[config.mk]
export PLATFORM = sky130hd
export DESIGN_NAME = rf_wb_arbiter_flat
export DESIGN_NICKNAME = d
export VERILOG_FILES = /design/src/rtl/rf_wb_if.sv /design/src/rtl/rf_wb_arbiter.sv /design/src/flat_wrapper.sv
export SDC_FILE = /design/constraint.sdc
export NUM_CORES = 1
export LEC_CHECK = 0
export BUFFER_PORTS_ARGS = -buffer_cell sky130_fd_sc_hd__buf_2
export CORE_ASPECT_RATIO = 1.2
export CORE_MARGIN = 3
export CORE_UTILIZATION = 45
export CTS_CLUSTER_SIZE = 14
export DETAILED_ROUTE_END_ITERATION = 12
export PLACE_DENSITY_LB_ADDON = 0.2
export SLEW_MARGIN = 20
export SYNTH_ARGS = -nofsm -noshare
export SYNTH_HDL_FRONTEND = slang
export SYNTH_SLANG_ARGS = --single-unit
export TNS_END_PERCENT = 10
[constraint.sdc]
create_clock -name clk -period 4.1 [get_ports clk]
set_input_delay 0.82 -clock clk [delete_from_list [all_inputs] [get_ports clk]]
set_output_delay 0.82 -clock clk [all_outputs]
set_load 0.02 [all_outputs]
[src/rtl/rf_wb_if.sv]
// rf_wb_if: issue, write-back source and register-file write-port signals of the write-back arbiter.
interface rf_wb_if #(parameter int XLEN = 32);
  logic            iss_valid;
  logic            iss_long;
  logic [4:0]      iss_rd;
  logic [4:0]      iss_rs1;
  logic [4:0]      iss_rs2;
  logic            iss_stall;
  logic            a_valid;
  logic [4:0]      a_rd;
  logic [XLEN-1:0] a_data;
  logic            b_valid;
  logic            b_ready;
  logic [4:0]      b_rd;
  logic [XLEN-1:0] b_data;
  logic            we3;
  logic [4:0]      ra3;
  logic [XLEN-1:0] wd3;
  modport master (
    output iss_valid, iss_long, iss_rd, iss_rs1, iss_rs2, a_valid, a_rd, a_data, b_valid, b_rd, b_data,
    input  iss_stall, b_ready, we3, ra3, wd3
  );
  modport slave (
    input  iss_valid, iss_long, iss_rd, iss_rs1, iss_rs2, a_valid, a_rd, a_data, b_valid, b_rd, b_data,
    output iss_stall, b_ready, we3, ra3, wd3
  );
endinterface

[src/rtl/rf_wb_arbiter.sv]
// rf_wb_arbiter: register-file write-port arbiter with a busy-bit scoreboard for long-latency results.
module rf_wb_arbiter #(
  parameter int XLEN         = 32,
  parameter int NREG         = 32,
  parameter int MAX_OUT      = 4,
  parameter int STARVE_LIMIT = 8
) (
  input logic   clk,
  input logic   rst,
  rf_wb_if.slave bus
);
  logic [NREG-1:0] busy, busy_n;
  logic [3:0]      out_cnt, out_n;
  logic [7:0]      starve_cnt, starve_n;
  logic            grant_a, grant_b, fire, inc;
  always_comb begin
    grant_a       = !rst & bus.a_valid;
    grant_b       = !rst & bus.b_valid & !bus.a_valid;
    bus.b_ready   = grant_b;
    bus.we3       = grant_a ? bus.a_rd != '0 : grant_b & (bus.b_rd != '0);
    bus.ra3       = grant_a ? bus.a_rd : grant_b ? bus.b_rd : 5'd0;
    bus.wd3       = grant_a ? bus.a_data : grant_b ? bus.b_data : {XLEN{1'b0}};
    bus.iss_stall = rst | bus.iss_valid & (busy[bus.iss_rs1] | busy[bus.iss_rs2] | busy[bus.iss_rd]
                    | bus.iss_long & out_cnt == 4'(MAX_OUT) | starve_cnt >= 8'(STARVE_LIMIT));
    fire          = bus.iss_valid & !bus.iss_stall;
    inc           = fire & bus.iss_long;
    busy_n        = busy;
    if (grant_b) busy_n[bus.b_rd] = 1'b0;
    // set is applied after clear so it wins on a coinciding index
    if (inc) busy_n[bus.iss_rd] = 1'b1;
    busy_n[0]     = 1'b0;
    out_n         = inc & !grant_b ? out_cnt + 4'd1 :
                    grant_b & !inc & out_cnt != 4'd0 ? out_cnt - 4'd1 : out_cnt;
    starve_n      = bus.b_valid & !grant_b ? starve_cnt + {7'd0, starve_cnt != 8'hff} : 8'd0;
  end
  always_ff @(posedge clk) begin
    if (rst) begin
      busy       <= '0;
      out_cnt    <= '0;
      starve_cnt <= '0;
    end else begin
      busy       <= busy_n;
      out_cnt    <= out_n;
      starve_cnt <= starve_n;
    end
  end
endmodule

[src/flat_wrapper.sv]
// flat-port wrapper written by rule: the top's interface ports become plain ports
module rf_wb_arbiter_flat 
#(
  parameter int XLEN         = 32,
  parameter int NREG         = 32,
  parameter int MAX_OUT      = 4,
  parameter int STARVE_LIMIT = 8
)
  (clk, rst, bus_iss_valid, bus_iss_long, bus_iss_rd, bus_iss_rs1, bus_iss_rs2, bus_a_valid, bus_a_rd, bus_a_data, bus_b_valid, bus_b_rd, bus_b_data, bus_iss_stall, bus_b_ready, bus_we3, bus_ra3, bus_wd3);
  rf_wb_if #(.XLEN(XLEN)) bus_i ();
  input logic clk;
  input logic rst;
  input wire logic [$bits(bus_i.iss_valid)-1:0] bus_iss_valid;
  input wire logic [$bits(bus_i.iss_long)-1:0] bus_iss_long;
  input wire logic [$bits(bus_i.iss_rd)-1:0] bus_iss_rd;
  input wire logic [$bits(bus_i.iss_rs1)-1:0] bus_iss_rs1;
  input wire logic [$bits(bus_i.iss_rs2)-1:0] bus_iss_rs2;
  input wire logic [$bits(bus_i.a_valid)-1:0] bus_a_valid;
  input wire logic [$bits(bus_i.a_rd)-1:0] bus_a_rd;
  input wire logic [$bits(bus_i.a_data)-1:0] bus_a_data;
  input wire logic [$bits(bus_i.b_valid)-1:0] bus_b_valid;
  input wire logic [$bits(bus_i.b_rd)-1:0] bus_b_rd;
  input wire logic [$bits(bus_i.b_data)-1:0] bus_b_data;
  output wire logic [$bits(bus_i.iss_stall)-1:0] bus_iss_stall;
  output wire logic [$bits(bus_i.b_ready)-1:0] bus_b_ready;
  output wire logic [$bits(bus_i.we3)-1:0] bus_we3;
  output wire logic [$bits(bus_i.ra3)-1:0] bus_ra3;
  output wire logic [$bits(bus_i.wd3)-1:0] bus_wd3;
  assign bus_i.iss_valid = bus_iss_valid;
  assign bus_i.iss_long = bus_iss_long;
  assign bus_i.iss_rd = bus_iss_rd;
  assign bus_i.iss_rs1 = bus_iss_rs1;
  assign bus_i.iss_rs2 = bus_iss_rs2;
  assign bus_i.a_valid = bus_a_valid;
  assign bus_i.a_rd = bus_a_rd;
  assign bus_i.a_data = bus_a_data;
  assign bus_i.b_valid = bus_b_valid;
  assign bus_i.b_rd = bus_b_rd;
  assign bus_i.b_data = bus_b_data;
  assign bus_iss_stall = bus_i.iss_stall;
  assign bus_b_ready = bus_i.b_ready;
  assign bus_we3 = bus_i.we3;
  assign bus_ra3 = bus_i.ra3;
  assign bus_wd3 = bus_i.wd3;
  rf_wb_arbiter #(.XLEN(XLEN), .NREG(NREG), .MAX_OUT(MAX_OUT), .STARVE_LIMIT(STARVE_LIMIT)) u_core (.clk(clk), .rst(rst), .bus(bus_i));
endmodule
==> flow_summary.html, run 1 <==
<table>
<tr><th>Metric</th><th>Value</th></tr>
<tr><th colspan="2">Timing</th></tr>
<tr><td>Slew Limit Fails</td><td>0</td></tr>
<tr><td>Tcrit/Tclk final</td><td>a little under 100%</td></tr>
<tr><td>Post-Route Skew</td><td>0.005935 ns</td></tr>
<tr><td>Highest Clock Rate</td><td>0.2518 GHz</td></tr>
<tr><td>Final worst hold slack</td><td>approximately 0.49 ns</td></tr>
<tr><td>Worst slew slack as a fraction of its limit</td><td>66.95%</td></tr>
<tr><td>Final TNS setup</td><td>0 ns</td></tr>
<tr><td>Slew at the pin with the worst max-slew slack</td><td>0.4946 ns</td></tr>
<tr><td>Final setup violation count</td><td>0</td></tr>
<tr><td>Unrepaired setup endpoints after global routing</td><td>no</td></tr>
<tr><td>Min cycle time layout</td><td>3.971 ns</td></tr>
<tr><td>Hold violation count in the final report</td><td>0</td></tr>
<tr><th colspan="2">Finish</th></tr>
<tr><td>Area occupied by registers</td><td>860.8 um2</td></tr>
<tr><td>Diode insertion count for antenna repair</td><td>0</td></tr>
<tr><td>Fillcell total</td><td>669</td></tr>
<tr><td>Share of cells above drive strength 1</td><td>33.21%</td></tr>
<tr><td>Net count, final</td><td>623</td></tr>
<tr><td>Number of cells in the finished layout apart from fillers</td><td>611</td></tr>
<tr><td>Fin util</td><td>58.82%</td></tr>
<tr><td>Synth-to-Final Area Change</td><td>23.57%</td></tr>
<tr><td>Area occupied by multi-input gates</td><td>~0.0023 mm2</td></tr>
<tr><th colspan="2">Clock network</th></tr>
<tr><td>Number of levels the H-tree was split into</td><td>2</td></tr>
<tr><td>Number of clock sinks seen by CTS</td><td>43</td></tr>
<tr><td>Clock insertion delay at the later pin of the skew report</td><td>around 0.30 ns</td></tr>
<tr><td>Clock input transition at the sequential cells of the worst setup and hold paths</td><td>0.08 ns</td></tr>
<tr><td>Root buffer cell</td><td>clkbuf_8</td></tr>
<tr><td>Post-CTS setup-driven buffer insertion count</td><td>0</td></tr>
<tr><td>Number of buffers created by CTS</td><td>5</td></tr>
<tr><td>TritonCTS clock tree</td><td>built</td></tr>
<tr><td>Maximum root-to-sink buffer count</td><td>2</td></tr>
<tr><th colspan="2">GRT</th></tr>
<tr><td>Via count of the first global-routing pass</td><td>3651</td></tr>
<tr><td>Met2 Resource Use GR</td><td>45.99%</td></tr>
<tr><td>Global routing usage on met1</td><td>between 30% and 40%</td></tr>
<tr><td>Met3 Resource Use GR</td><td>3.761%</td></tr>
<tr><td>Grt peak-use layer</td><td>met2</td></tr>
<tr><td>Wire length of the first global-routing pass</td><td>17950 um</td></tr>
<tr><td>Overflow after GRT</td><td>0</td></tr>
<tr><td>Maximum number of pins on one net before global-route repair</td><td>40</td></tr>
<tr><td>Global-route usage over all layers</td><td>25.94%</td></tr>
<tr><td>Initial antenna violation count</td><td>0</td></tr>
<tr><th colspan="2">Floorplanning</th></tr>
<tr><td>Number of top-level design ports</td><td>135</td></tr>
<tr><td>Initial core utilization</td><td>47.60%</td></tr>
<tr><td>Total core area</td><td>~0.0071 mm2</td></tr>
<tr><td>DIE HEIGHT</td><td>100.7 um</td></tr>
<tr><td>Die area</td><td>0.008545 mm2</td></tr>
<tr><td>Die width</td><td>84.89 um</td></tr>
<tr><td>Row Count</td><td>33</td></tr>
<tr><th colspan="2">Power and ir drop</th></tr>
<tr><td>Maximum ir drop on the vdd rail</td><td>0.0001106 V</td></tr>
<tr><td>Lkg Pwr</td><td>approximately 1.8 nW</td></tr>
<tr><td>Clock power frac</td><td>26.9%</td></tr>
<tr><td>Switching pwr</td><td>around 0.32 mW</td></tr>
<tr><td>Combinational Power Share</td><td>about 30%</td></tr>
<tr><td>Internal power</td><td>roughly 0.67 mW</td></tr>
<tr><td>Power density over the cells</td><td>236.9 mW/mm2</td></tr>
<tr><td>Overall power</td><td>just under 1 mW</td></tr>
<tr><td>Sequential power share</td><td>a little over two fifths</td></tr>
<tr><td>Net switching fraction of the power</td><td>32.35%</td></tr>
<tr><th colspan="2">Critical path</th></tr>
<tr><td>Worst setup slack for register-to-register paths</td><td>0.94 ns</td></tr>
<tr><td>Reg2reg end</td><td>u_core.out_cnt[3]$_SDFFE_PP0P_</td></tr>
<tr><td>CP max stage delay</td><td>0.76 ns</td></tr>
<tr><td>Buf/Inv on CP</td><td>2</td></tr>
<tr><td>Critical-path maximum fanout</td><td>12</td></tr>
<tr><td>Worst setup path start</td><td>bus_iss_rd[0]</td></tr>
<tr><td>CP Data Arrival Time</td><td>between 3 and 4 ns</td></tr>
<tr><td>Critical path destination</td><td>bus_iss_stall</td></tr>
<tr><td>Levels on crit path</td><td>7</td></tr>
<tr><td>Critical path cell sequence</td><td>buf_2, mux4_2, a22oi_2, nand4_2, or4b_2, a21o_1, buf_2</td></tr>
<tr><td>Worst Path Required</td><td>3.28 ns</td></tr>
<tr><td>Cell family contributing the most delay on the critical path</td><td>simple AND/OR/NAND/NOR gates</td></tr>
<tr><td>Type of element capturing the critical path</td><td>output pin</td></tr>
<tr><td>Register-to-Register Path Depth</td><td>10</td></tr>
<tr><td>Worst setup path class</td><td>input pin to output pin</td></tr>
<tr><td>R2R Path Start</td><td>u_core.busy[12]$_SDFF_PP0_</td></tr>
<tr><td>Crit-path most repeated cell</td><td>buf_2</td></tr>
<tr><td>Standard cell with the maximum stage delay on the critical path</td><td>or4b_2</td></tr>
<tr><td>Category of the worst setup path launch point</td><td>input pin</td></tr>
<tr><th colspan="2">Synth</th></tr>
<tr><td>Number of warnings issued by yosys</td><td>0</td></tr>
<tr><td>Synthesized Nets</td><td>506</td></tr>
<tr><td>Number of cells produced by synthesis</td><td>406</td></tr>
<tr><td>Proportion of synthesized flip-flops having asynchronous set or reset</td><td>0%</td></tr>
<tr><td>Register area share after synthesis</td><td>25.61%</td></tr>
<tr><td>EDFF count, synth</td><td>0</td></tr>
<tr><td>Number of storage elements in the synthesis netlist</td><td>43</td></tr>
<tr><td>Primary flip-flop cell chosen by synthesis mapping</td><td>dfxtp_1</td></tr>
<tr><td>Cell Area, Synth</td><td>0.003361 mm2</td></tr>
<tr><td>Syn avg cell area</td><td>8.278 um2</td></tr>
<tr><td>Yosys cell types</td><td>54</td></tr>
<tr><th colspan="2">Outcome</th></tr>
<tr><td>Status</td><td>complete, no violations</td></tr>
<tr><th colspan="2">Worst hold path</th></tr>
<tr><td>Class of the tightest hold or removal check</td><td>flop to flop</td></tr>
<tr><th colspan="2">Route</th></tr>
<tr><td>Vias</td><td>roughly 3.8k</td></tr>
<tr><td>Via density</td><td>6.227</td></tr>
<tr><td>Router iterations before antenna repair</td><td>6</td></tr>
<tr><td>First-iteration detailed-routing DRC count</td><td>360</td></tr>
<tr><td>Remaining design rule violation count</td><td>0</td></tr>
<tr><td>Wire length per cell</td><td>about 19 um</td></tr>
<tr><td>Number of nets with antenna violations after detailed routing</td><td>0</td></tr>
<tr><td>Detailed Route WL</td><td>around 11000 um</td></tr>
<tr><th colspan="2">Placed design</th></tr>
<tr><td>Number of cells after detailed placement</td><td>about 600</td></tr>
<tr><td>RePlAce Congestion</td><td>0.8906</td></tr>
<tr><td>Detailed Place HPWL</td><td>9001 um</td></tr>
<tr><td>Count of port buffers added during placement</td><td>134</td></tr>
<tr><th colspan="2">Run</th></tr>
<tr><td>Maximum Capacitance Violations</td><td>0</td></tr>
</table>
[power groups by stage]
stage	logic (mW)	registers, mW	clock network, mW
3_5_place_dp	0.284	0.443	0
5_1_grt	0.311	0.434	0.282
6_report	0.287	0.433	0.264
2_1_floorplan	0.179	0.440	0
4_1_cts	0.285	0.433	0.266
3_3_place_gp	0.278	0.442	0
[layer usage]
metal / part of all wire, % / vias to the layer above
met3: 8.8 / 24
li1: - / 1788
met1: 39 / 1750
met2: 50 / 243
met5: 0 / -
met4: 2.8 / 0
[cell usage after synthesis (2+ instances only)]
master | n | area share (%)
mux2_4 | 2 | 0.89
xnor2_1 | 2 | 0.52
dfxtp_1 | 43 | 26
a21o_1 | 3 | 0.67
nand3b_1 | 10 | 2.2
inv_1 | 5 | 0.56
a21oi_1 | 27 | 4.0
nand4b_1 | 2 | 0.52
or3_1 | 6 | 1.1
o22ai_1 | 14 | 2.6
buf_2 | 5 | 0.74
and3_1 | 3 | 0.56
a22oi_1 | 6 | 1.3
buf_1 | 3 | 0.34
mux4_2 | 7 | 4.7
or2_2 | 2 | 0.37
nand3_1 | 32 | 4.8
or4_1 | 2 | 0.45
clkbuf_1 | 23 | 2.6
nand2_1 | 27 | 3.0
nor3_1 | 5 | 0.74
buf_4 | 2 | 0.45
nand3_2 | 2 | 0.60
mux2i_1 | 34 | 10
xor2_1 | 2 | 0.52
a22o_1 | 36 | 9.4
a311oi_1 | 2 | 0.52
o41ai_1 | 5 | 1.3
ha_1 | 4 | 1.5
nor2b_1 | 8 | 1.5
o21ai_0 | 30 | 4.5
or3b_2 | 3 | 0.78
nand2b_1 | 4 | 0.74
and3b_1 | 2 | 0.52
and2_1 | 6 | 1.1
nor2_1 | 17 | 1.9
nand4_1 | 3 | 0.56
[flip-flops by register name, indices dropped and copies added, names as in the netlist]
name	flops
u_core.busy	31
u_core.out_cnt	4
u_core.starve_cnt	8
[cells by family after synthesis]
kind of cell | Yosys count | synth area share (%)
compound gates | 131 | 26.69
simple gates | 140 | 23.53
fa+ha+maj | 5 | 2.085
flops | 43 | 25.61
xor+xnor | 4 | 1.043
buf+inv | 39 | 4.989
mux | 44 | 16.05
[per-stage QoR]
step           instance area [um2]  worst slack (ns)
3_5_place_dp                  4069            0.1500
2_1_floorplan                 3361            0.4745
3_3_place_gp                  4069            0.1986
5_1_grt                       4153           0.06230
4_1_cts                       4150            0.1446
6_report                      4153            0.1290
[how the worst min path moves through the flow]
stage,end,cells after the start,startpoint
2_1_floorplan,u_core.out_cnt[3]$_SDFFE_PP0P_,1,u_core.out_cnt[3]$_SDFFE_PP0P_
4_1_cts,u_core.out_cnt[3]$_SDFFE_PP0P_,1,u_core.out_cnt[3]$_SDFFE_PP0P_
5_1_grt,u_core.out_cnt[3]$_SDFFE_PP0P_,1,u_core.out_cnt[3]$_SDFFE_PP0P_
3_5_place_dp,u_core.out_cnt[3]$_SDFFE_PP0P_,1,u_core.out_cnt[3]$_SDFFE_PP0P_
6_report,u_core.out_cnt[3]$_SDFFE_PP0P_,1,u_core.out_cnt[3]$_SDFFE_PP0P_
3_3_place_gp,u_core.out_cnt[3]$_SDFFE_PP0P_,1,u_core.out_cnt[3]$_SDFFE_PP0P_
[cell type report]
| cell class | instances | area share [%] |
|---|---|---|
| Tap cell | 87 | 2.621 |
| Clock inverter | 1 | 0.1205 |
| Sequential cell | 43 | 20.73 |
| Inverter | 5 | 0.4519 |
| Timing Repair Buffer | 144 | 18.02 |
| Multi-Input combinational cell | 324 | 56.22 |
| Clock buffer | 7 | 1.838 |
[cell usage in the layout (no fill, tap or decap), types with 3 or more instances in the layout]
| cell type | synthesis | routed |
|---|---|---|
| nand3b_1 | 10 | 10 |
| and2_1 | 6 | 6 |
| a21o_1 | 3 | 3 |
| a22o_1 | 36 | 36 |
| nor2_1 | 17 | 17 |
| buf_2 | 5 | 133 |
| o41ai_1 | 5 | 5 |
| clkbuf_8 | 0 | 5 |
| o22ai_1 | 14 | 14 |
| dfxtp_1 | 43 | 43 |
| nand4_1 | 3 | 3 |
| or3_1 | 6 | 6 |
| nor2b_1 | 8 | 7 |
| buf_4 | 2 | 10 |
| a22oi_1 | 6 | 6 |
| mux4_2 | 7 | 7 |
| nand2b_1 | 4 | 4 |
| o21ai_0 | 30 | 30 |
| nand2_1 | 27 | 27 |
| nand3_1 | 32 | 32 |
| or3b_2 | 3 | 3 |
| a21oi_1 | 27 | 27 |
| inv_1 | 5 | 5 |
| and3_1 | 3 | 3 |
| mux2i_1 | 34 | 34 |
| ha_1 | 4 | 4 |
| nor3_1 | 5 | 5 |
[what timing repair did]
action                                  in CTS  in global routing
endpoints found under the setup margin       0                  1
gates resized for setup                      0                  1
hold buffers                                 0                  0
(Power assumes the default switching activity.)
==> inputs of run 2 (changes only) <==
BUFFER_PORTS_ARGS = -buffer_cell sky130_fd_sc_hd__buf_4   (was -buffer_cell sky130_fd_sc_hd__buf_2)
==> flow_summary.html, run 2 (synthesis gave the netlist of run 1 again) <==
<table>
<tr><th>Metric</th><th>Value</th></tr>
<tr><th colspan="2">Finish</th></tr>
<tr><td>Diode insertion count for antenna repair</td><td>0 (unchanged)</td></tr>
<tr><td>Most frequent standard cell in the layout excluding fill and tap cells</td><td>buf_4</td></tr>
<tr><td>Net count, final</td><td>620 (-0.48%)</td></tr>
<tr><td>Largest registers ranked by flip-flop count</td><td>u_core.busy (31), u_core.starve_cnt (8), u_core.out_cnt (4)</td></tr>
<tr><td>Most used cells in the layout excluding fill and tap cells</td><td>141 x buf_4, 43 x dfxtp_1, 36 x a22o_1, 34 x mux2i_1, 32 x nand3_1</td></tr>
<tr><td>Synth-to-Final Area Change</td><td>34.44%</td></tr>
<tr><td>Share of cells above drive strength 1</td><td>33.21% (about the same)</td></tr>
<tr><td>Reg with most FFs</td><td>u_core.busy</td></tr>
<tr><td>Number of cells in the finished layout apart from fillers</td><td>608 (-0.49%)</td></tr>
<tr><td>Max reg flops</td><td>31 (unchanged)</td></tr>
<tr><td>Fin util</td><td>63.99% (+5.2 points)</td></tr>
<tr><th colspan="2">Placed design</th></tr>
<tr><td>Detailed Place HPWL</td><td>9018 um (+0.19%)</td></tr>
<tr><td>RePlAce Congestion</td><td>0.8998 (+1.0%)</td></tr>
<tr><td>Count of port buffers added during placement</td><td>134 (unchanged)</td></tr>
<tr><td>Number of cells after detailed placement</td><td>600 (-0.50%)</td></tr>
<tr><th colspan="2">Route</th></tr>
<tr><td>Via density</td><td>6.288 (+0.97%)</td></tr>
<tr><td>Detailed Route WL</td><td>11630 um (+2.5%)</td></tr>
<tr><td>Router iterations before antenna repair</td><td>5 (-1)</td></tr>
<tr><td>First-iteration detailed-routing DRC count</td><td>329 (-8.6%)</td></tr>
<tr><td>Number of nets with antenna violations after detailed routing</td><td>0 (unchanged)</td></tr>
<tr><td>Wire length per cell</td><td>19.13 um (+3.0%)</td></tr>
<tr><td>Vias</td><td>3823 (+0.47%)</td></tr>
<tr><td>Remaining design rule violation count</td><td>0 (unchanged)</td></tr>
<tr><th colspan="2">Timing</th></tr>
<tr><td>Final TNS setup</td><td>0 ns (unchanged)</td></tr>
<tr><td>Unrepaired setup endpoints after global routing</td><td>no</td></tr>
<tr><td>Final worst hold slack</td><td>0.4998 ns (+0.01092 ns)</td></tr>
<tr><td>Final setup violation count</td><td>0 (unchanged)</td></tr>
<tr><td>Post-Route Skew</td><td>0.01036 ns (+0.004427 ns)</td></tr>
<tr><td>Min cycle time layout</td><td>3.910 ns (-0.06114 ns)</td></tr>
<tr><td>Worst slew slack as a fraction of its limit</td><td>68.89% (+1.9 points)</td></tr>
<tr><td>Highest Clock Rate</td><td>0.2558 GHz (+1.6%)</td></tr>
<tr><td>Slew at the pin with the worst max-slew slack</td><td>0.4657 ns (-0.02896 ns)</td></tr>
<tr><td>Hold violation count in the final report</td><td>0 (unchanged)</td></tr>
<tr><td>Slew Limit Fails</td><td>0 (unchanged)</td></tr>
<tr><td>Tcrit/Tclk final</td><td>95.36% (-1.5 points)</td></tr>
<tr><th colspan="2">Power and ir drop</th></tr>
<tr><td>Internal power</td><td>0.8246 mW (+24%)</td></tr>
<tr><td>Maximum ir drop on the vdd rail</td><td>0.0002024 V (+83%)</td></tr>
<tr><td>Net switching fraction of the power</td><td>28.23% (-4.1 points)</td></tr>
<tr><td>Lkg Pwr</td><td>1.889 nW (+5.5%)</td></tr>
<tr><td>Switching pwr</td><td>0.3243 mW (+1.9%)</td></tr>
<tr><td>Power density over the cells</td><td>254.3 mW/mm2 (+7.3%)</td></tr>
<tr><td>Clock power frac</td><td>34.2% (+7.3 points)</td></tr>
<tr><td>Sequential power share</td><td>37.7% (-6.3 points)</td></tr>
<tr><td>Overall power</td><td>1.149 mW (+17%)</td></tr>
<tr><td>Combinational Power Share</td><td>28.2% (-1.0 points)</td></tr>
<tr><th colspan="2">Floorplanning</th></tr>
<tr><td>Die area</td><td>0.008545 mm2 (unchanged)</td></tr>
<tr><td>Total core area</td><td>0.007061 mm2 (unchanged)</td></tr>
<tr><td>Die width</td><td>84.89 um (unchanged)</td></tr>
<tr><td>Row Count</td><td>33 (unchanged)</td></tr>
<tr><td>Initial core utilization</td><td>47.60% (unchanged)</td></tr>
<tr><td>DIE HEIGHT</td><td>100.7 um (unchanged)</td></tr>
<tr><td>Number of top-level design ports</td><td>135 (unchanged)</td></tr>
<tr><th colspan="2">Clock network</th></tr>
<tr><td>Number of levels the H-tree was split into</td><td>2 (unchanged)</td></tr>
<tr><td>Hold-fix buffer count after cts</td><td>0 (unchanged)</td></tr>
<tr><td>Number of clock sinks seen by CTS</td><td>43 (unchanged)</td></tr>
<tr><td>Root buffer cell</td><td>clkbuf_8</td></tr>
<tr><td>Clock input transition at the sequential cells of the worst setup and hold paths</td><td>0.08 ns (about the same)</td></tr>
<tr><td>Clock insertion delay at the later pin of the skew report</td><td>0.30 ns (about the same)</td></tr>
<tr><td>Maximum root-to-sink buffer count</td><td>2 (unchanged)</td></tr>
<tr><td>Number of buffers created by CTS</td><td>5 (unchanged)</td></tr>
<tr><td>Post-CTS resize count</td><td>0 (unchanged)</td></tr>
<tr><td>TritonCTS clock tree</td><td>built</td></tr>
<tr><td>Post-CTS setup-driven buffer insertion count</td><td>0 (unchanged)</td></tr>
<tr><th colspan="2">Worst hold path</th></tr>
<tr><td>Class of the tightest hold or removal check</td><td>flop to flop</td></tr>
<tr><th colspan="2">Critical path</th></tr>
<tr><td>Critical-path maximum fanout</td><td>9 (-3)</td></tr>
<tr><td>Category of the worst setup path launch point</td><td>input pin</td></tr>
<tr><td>Worst setup path class</td><td>input pin to output pin</td></tr>
<tr><td>Type of element capturing the critical path</td><td>output pin</td></tr>
<tr><td>CP Data Arrival Time</td><td>3.09 ns (-0.06 ns)</td></tr>
<tr><td>Worst Path Required</td><td>3.28 ns (about the same)</td></tr>
<tr><th colspan="2">GRT</th></tr>
<tr><td>Overflow after GRT</td><td>0 (unchanged)</td></tr>
<tr><td>Initial antenna violation count</td><td>0 (unchanged)</td></tr>
<tr><td>Via count of the first global-routing pass</td><td>3848 (+5.4%)</td></tr>
<tr><td>Global-route usage over all layers</td><td>27.11% (+1.2 points)</td></tr>
<tr><td>Maximum number of pins on one net before global-route repair</td><td>42 (+5.0%)</td></tr>
<tr><td>Wire length of the first global-routing pass</td><td>18610 um (+3.7%)</td></tr>
<tr><th colspan="2">Outcome</th></tr>
<tr><td>Status</td><td>complete, no violations</td></tr>
<tr><th colspan="2">Run</th></tr>
<tr><td>Maximum Capacitance Violations</td><td>0 (unchanged)</td></tr>
</table>
-- run 2: cell count changes in the layout (fill, tap and decap cells not counted) --
cell	change
clkbuf_1	-2
buf_2	-133
clkbuf_4	-1
bufinv_16	+2
buf_4	+131
clkinvlp_4	+1
clkinv_2	-1
-- run 2: power groups by stage --
| stage | combinational [mW] | clock [mW] | sequential [mW] |
|---|---|---|---|
| after global placement | 0.316 | 0 | 0.442 |
| final | 0.323 | 0.393 | 0.433 |
| after global routing | 0.348 | 0.410 | 0.434 |
| after CTS | 0.322 | 0.395 | 0.433 |
| after detailed placement | 0.321 | 0 | 0.442 |
| after floorplan | 0.179 | 0 | 0.440 |
-- run 2: worst max-delay path: stages --
cell      delay [ns]
buf_4           0.15
buf_4           0.22
mux2_4          0.32
o311ai_2        0.24
nand4_2         0.24
or4b_2          0.74
a21o_1          0.20
buf_4           0.15
-- run 2: cell type report --
class                           count  area, um2
Multi-Input combinational cell    324       2335
Clock inverter                      3      67.56
Tap cell                           87      108.9
Sequential cell                    43      860.8
Timing Repair Buffer              141       1059
Fill cell                         617       2542
Clock buffer                        5      68.82
Inverter                            5      18.77
-- run 2: path summary, 6_finish.rpt --
check	start	cells after the start	slack, ns	to
max	bus_iss_rs2[1]	8	0.19	bus_iss_stall
max reg2reg	u_core.busy[14]$_SDFF_PP0_	10	0.94	u_core.out_cnt[3]$_SDFFE_PP0P_
min	u_core.out_cnt[3]$_SDFFE_PP0P_	1	0.50	u_core.out_cnt[3]$_SDFFE_PP0P_
min reg2reg	u_core.out_cnt[3]$_SDFFE_PP0P_	1	0.50	u_core.out_cnt[3]$_SDFFE_PP0P_
-- run 2: stage by stage --
stage | area, um2 | worst slack (ns)
5_1_grt | 4518 | 0.1136
6_report | 4518 | 0.1901
3_5_place_dp | 4382 | 0.1896
4_1_cts | 4518 | 0.1901
3_3_place_gp | 4382 | 0.2468
2_1_floorplan | 3361 | 0.4745
-- run 2: per-layer routing --
layer,vias up,global-route usage (%),part of all wire [%]
met3,29,3.843,8.4
li1,1775,-,-
met5,-,0,0
met4,0,12.06,3.3
met1,1786,32.66,38
met2,233,47.80,50
==> inputs of run 3 (changes only) <==
CELL_PAD_IN_SITES_DETAIL_PLACEMENT = 1   (was default)
CELL_PAD_IN_SITES_GLOBAL_PLACEMENT = 1   (was default)
CORE_UTILIZATION = 35   (was 45)
==> flow_summary.html, run 3 (synthesis gave the netlist of run 1 again) <==
<table>
<tr><th>Metric</th><th>Value</th></tr>
<tr><th colspan="2">Power and ir drop</th></tr>
<tr><td>Sequential power share</td><td>40.5% (+2.8 points)</td></tr>
<tr><td>Switching pwr</td><td>0.3308 mW (+2.0%)</td></tr>
<tr><td>Net switching fraction of the power</td><td>31.00% (+2.8 points)</td></tr>
<tr><td>Internal power</td><td>0.7363 mW (-11%)</td></tr>
<tr><td>Lkg Pwr</td><td>1.881 nW (-0.43%)</td></tr>
<tr><td>Combinational Power Share</td><td>31.1% (+2.9 points)</td></tr>
<tr><td>Power density over the cells</td><td>235.5 mW/mm2 (-7.4%)</td></tr>
<tr><td>Maximum ir drop on the vdd rail</td><td>0.0001265 V (-38%)</td></tr>
<tr><td>Clock power frac</td><td>28.3% (-5.9 points)</td></tr>
<tr><th colspan="2">Route</th></tr>
<tr><td>First-iteration detailed-routing DRC count</td><td>208 (-37%)</td></tr>
<tr><td>Via density</td><td>6.042 (-3.9%)</td></tr>
<tr><td>Router iterations before antenna repair</td><td>4 (-1)</td></tr>
<tr><td>Number of nets with antenna violations after detailed routing</td><td>0 (unchanged)</td></tr>
<tr><td>Remaining design rule violation count</td><td>0 (unchanged)</td></tr>
<tr><td>Wire length per cell</td><td>21.29 um (+11%)</td></tr>
<tr><td>Detailed Route WL</td><td>13670 um (+17%)</td></tr>
<tr><td>Vias</td><td>3879 (+1.5%)</td></tr>
<tr><th colspan="2">Timing</th></tr>
<tr><td>Unrepaired setup endpoints after global routing</td><td>no</td></tr>
<tr><td>Min cycle time layout</td><td>3.872 ns (-0.03808 ns)</td></tr>
<tr><td>Post-Route Skew</td><td>0.008454 ns (-0.001908 ns)</td></tr>
<tr><td>Worst slew slack as a fraction of its limit</td><td>56.97% (-12 points)</td></tr>
<tr><td>Final setup violation count</td><td>0 (unchanged)</td></tr>
<tr><td>Slew at the pin with the worst max-slew slack</td><td>0.6406 ns (+0.1750 ns)</td></tr>
<tr><td>Highest Clock Rate</td><td>0.2583 GHz (+0.98%)</td></tr>
<tr><td>Hold violation count in the final report</td><td>0 (unchanged)</td></tr>
<tr><td>Slew Limit Fails</td><td>0 (unchanged)</td></tr>
<tr><td>Tcrit/Tclk final</td><td>94.43% (-0.93 points)</td></tr>
<tr><td>Final TNS setup</td><td>0 ns (unchanged)</td></tr>
<tr><th colspan="2">GRT</th></tr>
<tr><td>Global-route usage over all layers</td><td>25.79% (-1.3 points)</td></tr>
<tr><td>Initial antenna violation count</td><td>0 (unchanged)</td></tr>
<tr><td>Via count of the first global-routing pass</td><td>4202 (+9.2%)</td></tr>
<tr><td>Maximum number of pins on one net before global-route repair</td><td>41 (-2.4%)</td></tr>
<tr><td>Wire length of the first global-routing pass</td><td>21610 um (+16%)</td></tr>
<tr><td>Overflow after GRT</td><td>0 (unchanged)</td></tr>
<tr><th colspan="2">Finish</th></tr>
<tr><td>Final non-filler cell area</td><td>0.004531 mm2 (+0.28%)</td></tr>
<tr><td>Max reg flops</td><td>31 (unchanged)</td></tr>
<tr><td>Most used cells in the layout excluding fill and tap cells</td><td>142 x buf_4, 43 x dfxtp_1, 36 x a22o_1, 34 x mux2i_1, 32 x nand3_1</td></tr>
<tr><td>Largest registers ranked by flip-flop count</td><td>u_core.busy (31), u_core.starve_cnt (8), u_core.out_cnt (4)</td></tr>
<tr><td>Fillcell total</td><td>1117 (+81%)</td></tr>
<tr><td>Reg with most FFs</td><td>u_core.busy</td></tr>
<tr><td>Synth-to-Final Area Change</td><td>34.81%</td></tr>
<tr><td>Diode insertion count for antenna repair</td><td>0 (unchanged)</td></tr>
<tr><td>Share of cells above drive strength 1</td><td>33.14% (-0.064 points)</td></tr>
<tr><td>Fin util</td><td>49.37% (-15 points)</td></tr>
<tr><td>Net count, final</td><td>621 (+0.16%)</td></tr>
<tr><td>Most frequent standard cell in the layout excluding fill and tap cells</td><td>buf_4</td></tr>
<tr><th colspan="2">Critical path</th></tr>
<tr><td>Type of element capturing the critical path</td><td>output pin</td></tr>
<tr><td>Critical-path maximum fanout</td><td>9 (unchanged)</td></tr>
<tr><td>CP Data Arrival Time</td><td>3.05 ns (-0.04 ns)</td></tr>
<tr><td>Worst Path Required</td><td>3.28 ns (about the same)</td></tr>
<tr><td>Category of the worst setup path launch point</td><td>input pin</td></tr>
<tr><td>Worst setup path class</td><td>input pin to output pin</td></tr>
<tr><th colspan="2">Clock network</th></tr>
<tr><td>Hold-fix buffer count after cts</td><td>0 (unchanged)</td></tr>
<tr><td>Maximum root-to-sink buffer count</td><td>2 (unchanged)</td></tr>
<tr><td>Number of clock sinks seen by CTS</td><td>43 (unchanged)</td></tr>
<tr><td>Number of buffers created by CTS</td><td>5 (unchanged)</td></tr>
<tr><td>Post-CTS resize count</td><td>0 (unchanged)</td></tr>
<tr><td>Number of levels the H-tree was split into</td><td>2 (unchanged)</td></tr>
<tr><td>TritonCTS clock tree</td><td>built</td></tr>
<tr><td>Clock input transition at the sequential cells of the worst setup and hold paths</td><td>0.08 ns (about the same)</td></tr>
<tr><td>Post-CTS setup-driven buffer insertion count</td><td>0 (unchanged)</td></tr>
<tr><td>Root buffer cell</td><td>clkbuf_8</td></tr>
<tr><td>Clock insertion delay at the later pin of the skew report</td><td>0.31 ns (about the same)</td></tr>
<tr><th colspan="2">Floorplanning</th></tr>
<tr><td>Die area</td><td>0.01082 mm2 (+27%)</td></tr>
<tr><td>Total core area</td><td>0.009176 mm2 (+30%)</td></tr>
<tr><td>Row Count</td><td>38 (+15%)</td></tr>
<tr><td>Die width</td><td>95.45 um (+12%)</td></tr>
<tr><td>DIE HEIGHT</td><td>113.3 um (+13%)</td></tr>
<tr><td>Number of top-level design ports</td><td>135 (unchanged)</td></tr>
<tr><td>Initial core utilization</td><td>36.62% (-11 points)</td></tr>
<tr><th colspan="2">Outcome</th></tr>
<tr><td>Status</td><td>complete, no violations</td></tr>
<tr><th colspan="2">Placed design</th></tr>
<tr><td>Area after detailed placement</td><td>0.004431 mm2 (+1.1%)</td></tr>
<tr><td>RePlAce Congestion</td><td>0.9260 (+2.9%)</td></tr>
<tr><td>Detailed Place HPWL</td><td>11020 um (+22%)</td></tr>
<tr><td>Count of port buffers added during placement</td><td>134 (unchanged)</td></tr>
<tr><th colspan="2">Run</th></tr>
<tr><td>Maximum Capacitance Violations</td><td>0 (unchanged)</td></tr>
<tr><th colspan="2">Worst hold path</th></tr>
<tr><td>Class of the tightest hold or removal check</td><td>flop to flop</td></tr>
</table>
run 3: cell types whose count changed in the layout (fill, tap and decap cells not counted), sizes merged:
cell	before	now
buf	141	142
clkinvlp	1	0
clkbuf	5	8
bufinv	2	0
run 3: layer usage:
metal	routed length (um)	part of all wire (%)	vias to the layer above	track usage (%)
met1	5101	37	1859	29.37
li1	-	-	1783	-
met4	606	4.4	0	13.09
met2	6948	51	201	45.17
met5	0	0	-	0
met3	1011	7.4	36	4.787
run 3: path summary, 6_finish.rpt:
path              cells past startpoint                      startpoint                        endpoint  slack [ns]
setup / recovery                      7                  bus_iss_rs2[1]                   bus_iss_stall        0.23
hold / removal                        1  u_core.out_cnt[3]$_SDFFE_PP0P_  u_core.out_cnt[3]$_SDFFE_PP0P_        0.50
setup reg to reg                     10      u_core.busy[14]$_SDFF_PP0_  u_core.out_cnt[3]$_SDFFE_PP0P_        0.98
hold reg to reg                       1  u_core.out_cnt[3]$_SDFFE_PP0P_  u_core.out_cnt[3]$_SDFFE_PP0P_        0.50
run 3: cell type report:
cell class                 count  area [um2]  share of cell area, %
clock buffer                   8       100.1                  2.209
inverter                       5       18.77                 0.4142
multi-input combinational    324        2335                  51.53
sequential                    43       860.8                  19.00
tap                          120       150.1                  3.314
timing repair buffer         142        1066                  23.53
run 3: through the flow:
step	worst slack [ns]	instances	hold slack (ns)	power, mW
finish	0.2282	642	0.4993	1.067
global route	0.1248	642	0.5343	1.124
CTS	0.2370	642	0.4984	1.076
detailed placement	0.2311	634	0.4788	0.7744
global placement	0.2720	634	0.4569	0.7643
floorplan	0.4745	406	0.4362	0.6191
run 3: critical path, stage by stage:
cell	delay [ns]
buf_4	0.17
mux4_2	0.52
o2111ai_1	0.22
nand4_2	0.20
or4b_2	0.75
a21o_1	0.21
buf_4	0.15
run 3: power groups by stage:
| stage | clock network [mW] | logic, mW | registers [mW] |
|---|---|---|---|
| floorplan | 0 | 0.179 | 0.440 |
| global placement | 0 | 0.322 | 0.442 |
| detailed placement | 0 | 0.332 | 0.443 |
| CTS | 0.310 | 0.333 | 0.433 |
| global route | 0.333 | 0.357 | 0.434 |
| finish | 0.302 | 0.332 | 0.433 |
